## config.mk

```make
export PLATFORM = sky130hd
export DESIGN_NAME = serial_mag_comparator
export DESIGN_NICKNAME = d
export VERILOG_FILES = /design/src/rtl/serial_mag_comparator_pkg.sv /design/src/rtl/serial_mag_comparator_nibble_cmp.sv /design/src/rtl/serial_mag_comparator.sv
export SDC_FILE = /design/constraint.sdc
export NUM_CORES = 1
export LEC_CHECK = 0
export ABC_CLOCK_PERIOD_IN_PS = 11050
export BUFFER_PORTS_ARGS = -buffer_cell sky130_fd_sc_hd__buf_2
export CAP_MARGIN = 5
export CORE_ASPECT_RATIO = 2
export CORE_MARGIN = 2
export CORE_UTILIZATION = 25
export CTS_CLUSTER_DIAMETER = 150
export DETAILED_ROUTE_END_ITERATION = 10
export PLACE_DENSITY_LB_ADDON = 0.1
export SETUP_SLACK_MARGIN = 0.5
export SLEW_MARGIN = 25
export SYNTH_ARGS = -nofsm -noshare
export SYNTH_HDL_FRONTEND = slang
export SYNTH_SLANG_ARGS = --single-unit
export TNS_END_PERCENT = 1
```

## constraint.sdc

```tcl
create_clock -name clk -period 11.05 [get_ports clk]
set_clock_uncertainty 0.1 [all_clocks]
set_input_delay 1.6575 -clock clk [delete_from_list [all_inputs] [get_ports clk]]
set_output_delay 1.6575 -clock clk [all_outputs]
set_load 0.01 [all_outputs]
```

## src/rtl/serial_mag_comparator_pkg.sv

```systemverilog
// serial_mag_comparator_pkg: shared state encodings and parameter limits.
package serial_mag_comparator_pkg;
   localparam logic [0:0] IDLE = 1'b0;
   localparam logic [0:0] SCAN = 1'b1;
   localparam int NIBBLES_MIN = 1;
   localparam int NIBBLES_MAX = 16;

   function automatic int idx_width(input int nibbles);
      return (nibbles > 1) ? $clog2(nibbles) : 1;
   endfunction
endpackage

```

## src/rtl/serial_mag_comparator_nibble_cmp.sv

```systemverilog
// nibble_cmp: combinational 4-bit unsigned magnitude compare.
module nibble_cmp (
   input  logic [3:0] a,
   input  logic [3:0] b,
   output logic       n_gt,
   output logic       n_eq,
   output logic       n_lt
);
   assign n_gt = a > b;
   assign n_eq = a == b;
   assign n_lt = a < b;
endmodule

```

## src/rtl/serial_mag_comparator.sv

```systemverilog
// serial_mag_comparator: MSB-first nibble-serial unsigned compare with start/done handshake.
module serial_mag_comparator
   import serial_mag_comparator_pkg::*;
#(
   parameter int NIBBLES = 4
) (
   input  logic                 clk,
   input  logic                 rst,
   input  logic                 start,
   input  logic [4*NIBBLES-1:0] data_a,
   input  logic [4*NIBBLES-1:0] data_b,
   output logic                 busy,
   output logic                 done,
   output logic                 gt,
   output logic                 eq,
   output logic                 lt
);
   localparam int W  = 4*NIBBLES;
   localparam int IW = idx_width(NIBBLES);

   if (NIBBLES < NIBBLES_MIN || NIBBLES > NIBBLES_MAX) begin : g_range
      $error("serial_mag_comparator: NIBBLES out of range");
   end

   logic [0:0]    state;
   logic [W-1:0]  op_a, op_b;
   logic [IW-1:0] idx;
   logic          n_gt, n_eq, n_lt;

   nibble_cmp u_cmp (
      .a    (op_a[4*idx +: 4]),
      .b    (op_b[4*idx +: 4]),
      .n_gt (n_gt),
      .n_eq (n_eq),
      .n_lt (n_lt)
   );

   assign busy = state == SCAN;

   // Operands and index are don't-care after reset, so only control and results are cleared.
   always_ff @(posedge clk) begin
      if (rst) begin
         state <= IDLE;
         done  <= 1'b0;
         gt    <= 1'b0;
         eq    <= 1'b0;
         lt    <= 1'b0;
      end else begin
         done <= 1'b0;
         if (state == IDLE) begin
            if (start) begin
               op_a  <= data_a;
               op_b  <= data_b;
               idx   <= IW'(NIBBLES-1);
               state <= SCAN;
            end
         end else if (!n_eq) begin
            gt    <= n_gt;
            lt    <= n_lt;
            eq    <= 1'b0;
            done  <= 1'b1;
            state <= IDLE;
         end else if (idx == '0) begin
            gt    <= 1'b0;
            lt    <= 1'b0;
            eq    <= 1'b1;
            done  <= 1'b1;
            state <= IDLE;
         end else begin
            idx <= idx - 1'b1;
         end
      end
   end
endmodule

```

==> results of run 1 <==
==> flip-flops by register name, summed over array words and instances (netlist names) <==
register	cells
gt	1
idx	2
op_b	16
done	1
busy	1
op_a	16
lt	1
eq	1
==> synth_stat cells, drive strengths merged (2+ instances only) <==
master,n
nor3,3
nor2b,2
buf,3
mux4,8
ha,5
inv,7
nand2,4
o21ai,2
edfxtp,34
dfxtp,5
==> worst max-delay path, cell delays in order, from the launching register on <==
cell and delay, ps:
edfxtp_1 690, mux4_1 630, ha_1 330, nand4_1 180, and2_1 230, nor3_1 280
==> cells by family after synthesis <==
kind of cell,after synthesis,synth area share (%)
DFF,39,72.14
and+or+nand+nor,14,4.911
buffers and inverters,11,3.301
muxes,8,12.56
AOI/OAI and AO/OA,7,3.060
adders and majority gates,5,4.026
==> metal layers <==
metal / global-route usage [%] / vias to the layer above / wire, um
li1: - / 414 / -
met5: 0 / - / 0
met3: 2.455 / 5 / 102
met2: 15.07 / 24 / 1504
met1: 8.604 / 393 / 929
met4: 5.333 / 0 / 75
==> how the worst max path moves through the flow <==
stage            from       to  cells past startpoint
2_1_floorplan     rst  op_a[0]                      2
3_3_place_gp      rst  op_a[0]                      3
3_5_place_dp   idx[0]   idx[1]                      5
4_1_cts        idx[0]   idx[1]                      5
5_1_grt        idx[0]   idx[0]                      5
6_report       idx[0]   idx[1]                      5
==> per-stage QoR <==
stage               worst slack, ps  power [W]  utilization [%]  cell area, um^2  hold slack, ps
global route                   8097  0.0003685            32.96             1979           479.9
global placement               8239  0.0001998            30.23             1815           421.6
finish                         8281  0.0003524            32.96             1979           408.2
CTS                            8201  0.0003583            32.96             1979           414.6
floorplan                      6251  0.0001894                -             1554           424.9
detailed placement             8211  0.0002003            30.23             1815           405.4
==> power breakdown <==
group,internal (W),leakage (nW),total [W],switching (W)
sequential,0.000169,0.354,0.000172,0.00000361
combinational,0.0000130,0.356,0.0000240,0.0000110
clock,0.000105,0.0812,0.000156,0.0000511
==> layout make-up <==
class / instances / area share (%)
Multi-Input combinational cell: 34 / 19.53
Sequential cell: 39 / 56.64
Tap cell: 63 / 3.982
Inverter: 7 / 1.327
Clock inverter: 3 / 1.960
Timing Repair Buffer: 40 / 10.24
Clock buffer: 5 / 6.321
==> impl_metrics.csv, run 1 <==
group,metric,value,unit
status,status,"finished, final reports clean",
min_path,holdPathStages,2,
clocking,clock-sinks,39,
min_path,holdPathEnd,"eq",
finish,seqCellArea,1121,um^2
critical_path,reg2reg_slack,8280,ps
detailed_routing,via_per_inst,4.377,
clocking,clk_latency,270,ps
clocking,cts-resized-gates,0,
critical_path,rr_worst_depth,5,
logic_synthesis,synthCells,84,
critical_path,critPathKind,"reg -> reg",
critical_path,rr_startpoint,"idx[0]",
detailed_routing,vias,836,
global_route,grt_max_degree,33,
floorplanning,die_height,115.5,um
floorplanning,coreArea,6006,um^2
floorplanning,die-area,6901,um^2
finish,nFillCells,604,
critical_path,worstPathRequired,10900,ps
sta,worst_pin_slew,545.6,ps
logic_synthesis,synth_seq_cells,39,
sta,fin_crit,2769,ps
clocking,path_clk_slew,50,ps
run,cap_violations,0,
finish,multi_input_area,386.6,um^2
logic_synthesis,synth-edff-count,34,
floorplanning,die_w,59.75,um
global_route,grt_usage,8.632,%
sta,rsz0062_at_grt,"no",
clocking,postCtsSetupBuffers,0,
finish,layout.cells.non_filler,191,
sta,tns,0,ps
clocking,cts-root-buf,"clkbuf_16",
placement,io_buffers,39,
finish,nNetsFinal,167,
detailed_routing,wl_per_cell,13.66,um
min_path,min_from,"eq",
global_route,grt-ovfl-total,0,
finish,final_common_cell,"buf_2",
global_route,grt_pass1_vias,915,
finish,diodes,0,
placement,post-dp-hpwl,1950,um
logic_synthesis,synth_area,1554,um^2
logic_synthesis,async_flop_share,0,%
logic_synthesis,synthFlopType,"edfxtp_1",
power_and_ir_drop,power_density,178.0,nW/um^2
critical_path,crit_fanout,10,
sta,setup_violations,0,
global_route,grt_pass1_wl,4209,um
logic_synthesis,synth_cell_type_count,23,
clocking,cts_buffers,5,
placement,place_inst,183,
clocking,ctsLongestPathBuffers,2,
finish,layout-drive-gt1-share,40.63,%
logic_synthesis,synth_top_area_cell,"edfxtp_1",
logic_synthesis,syn_nets,124,
critical_path,crit_arrival,2620,ps
critical_path,cp-end-kind,"flop",
floorplanning,start_util,25.87,%
floorplanning,num_io_pins,40,
clocking,h-tree-depth,2,
floorplanning,placementRows,40,
detailed_routing,first_pass_iters,3,
logic_synthesis,yosysWarnings,0,
detailed_routing,antenna_left,0,
sta,slew_viol_final,0,
sta,fmax,361.1,MHz
clocking,tritoncts,"yes",
placement,finalWeightedCongestion,0.7571,
logic_synthesis,syn_area_per_cell,18.50,um^2
critical_path,setup.worst_path.start_class,"flop",
finish,layout_common_cells,"39 x buf_2, 34 x edfxtp_1, 7 x inv_1",
logic_synthesis,ys_seq_area_share,72.14,%
detailed_routing,drtIter0Drc,41,
detailed_routing,drc,0,
clocking,hold_buffers,0,
finish,synthToLayoutAreaGrowth,27.38,%
sta,worst_slew_margin_rel,63.63,%
sta,period_share,25.06,%
power_and_ir_drop,ir_drop,0.00007520,V
min_path,min_path_type,"reg -> reg",
detailed_routing,wirelength,2610,um
global_route,antenna_found_initial,0,
critical_path,r2r-end,"idx[1]",
sta,hold_violations,0,
logic_synthesis,synthTopCellsByArea,"edfxtp_1 66%, mux4_1 6.8%, dfxtp_1 6.4%",
logic_synthesis,synth_top_area_share,65.70,%
power_and_ir_drop,p_leak,0.7919,nW
No activity file was read; power rests on OpenSTA's default activity.
==> inputs of run 2 (changes only) <==
- ABC_CLOCK_PERIOD_IN_PS: 11050 -> 2870
- clock period: 11.05 -> 2.87 ns (I/O delays scaled with it)
==> impl_metrics.csv, run 2 (synthesized netlist as in run 1, its figures left out) <==
group,metric,value,unit
sta,hold_violations,0,
finish,synthToLayoutAreaGrowth,33.09,%
detailed_routing,vias,881,
placement,finalWeightedCongestion,0.8089,
sta,tns,0,ps
finish,nFillCells,600,
global_route,antenna_found_initial,0,
floorplanning,die-area,6901,um^2
finish,layout_common_cells,"39 x buf_2, 34 x edfxtp_1, 7 x mux4_2",
global_route,grt_pass1_vias,1005,
detailed_routing,wirelength,2878,um
global_route,grt-ovfl-total,0,
detailed_routing,via_per_inst,4.495,
clocking,clock-sinks,39,
floorplanning,placementRows,40,
placement,io_buffers,39,
critical_path,critPathKind,"reg -> reg",
sta,fin_crit,2216,ps
clocking,path_clk_slew,60,ps
detailed_routing,drc,0,
floorplanning,start_util,25.87,%
critical_path,setup.worst_path.start_class,"flop",
clocking,cts-root-buf,"clkbuf_16",
critical_path,crit_arrival,2290,ps
power_and_ir_drop,ir_drop,0.0003985,V
critical_path,worstPathRequired,2940,ps
min_path,min_path_type,"in -> reg",
finish,final_common_cell,"buf_2",
sta,finalWorstSetupSlack,653.6,ps
critical_path,cp-end-kind,"flop",
placement,post-place-ws,167.0,ps
status,status,"finished, final reports clean",
sta,slew_viol_final,0,
sta,rsz0062_at_grt,"no",
power_and_ir_drop,p_leak,0.8055,nW
detailed_routing,drtIter0Drc,29,
clocking,clk_latency,280,ps
critical_path,crit_fanout,8,
sta,period_share,77.22,%
finish,diodes,0,
placement,placed_cell_area,1829,um^2
floorplanning,coreArea,6006,um^2
power_and_ir_drop,total_power,0.001354,W
sta,worst_pin_slew,416.3,ps
finish,layout-drive-gt1-share,51.13,%
clocking,cts_buffers,5,
detailed_routing,wl_per_cell,14.68,um
detailed_routing,antenna_left,0,
sta,worst_slew_margin_rel,72.25,%
clocking,h-tree-depth,2,
sta,fmax,451.2,MHz
sta,setup_violations,0,
floorplanning,num_io_pins,40,
placement,post-dp-hpwl,2041,um
clocking,tritoncts,"yes",
global_route,grt_usage,9.686,%
finish,nNetsFinal,172,
floorplanning,die_height,115.5,um
power_and_ir_drop,power_density,654.7,nW/um^2
finish,reg.largest.list,"op_a: 16 flops, op_b: 16 flops, idx: 2 flops",
global_route,grt_max_degree,33,
finish,fin_area,2068,um^2
global_route,grt_pass1_wl,4685,um
run,cap_violations,0,
floorplanning,die_w,59.75,um
clocking,ctsLongestPathBuffers,2,
detailed_routing,first_pass_iters,4,
==> run 2: metrics by stage <==
step	instances	utilization [%]	hold slack (ps)
after CTS	195	33.88	214.5
after global placement	184	30.46	415.4
after detailed placement	184	30.46	414.1
after floorplan	84	-	424.9
final	196	34.44	223.1
after global routing	196	34.44	213.7
==> run 2: path summary, 6_finish.rpt <==
path	startpoint	end	slack, ps	depth (start not counted)
max	idx[0]	lt	650	9
min	data_b[7]	op_b[7]	220	1
max reg2reg	idx[0]	lt	650	9
min reg2reg	eq	eq	420	2
==> run 2: worst max-delay path: stages, from the launching register on <==
cell	delay, ps
edfxtp_1	410
buf_12	160
buf_4	150
mux4_2	430
inv_2	80
ha_4	200
nand4_1	110
buf_4	130
o21ai_0	100
a32o_1	250
==> run 2: area by class of cell <==
type                       count  area (um^2)  area share (%)
sequential                    39         1121           54.20
multi-input combinational     34        432.9           20.93
timing repair buffer          45        252.7           12.22
clock buffer                   8        156.4           7.562
tap                           63        78.83           3.811
inverter                       7        26.28           1.270
==> run 2: metal layers <==
layer / wire length (um) / track usage, % / vias to the layer above
met2: 1655 / 17.10 / 29
met5: 0 / 0 / -
met1: 994 / 8.749 / 424
met3: 157 / 4.018 / 6
met4: 70 / 5.778 / 0
li1: - / - / 422
==> run 2: what timing repair did <==
action,CTS,global route
buffers inserted,3,1
pin swaps,2,4
hold buffers,0,0
gates resized for setup,3,9
setup endpoints to repair,4,3
==> run 2: power by group <==
group	switching, W	internal [W]
registers	0.0000128	0.000649
logic	0.0000542	0.0000663
clock network	0.000202	0.000370
total	0.000269	0.00108
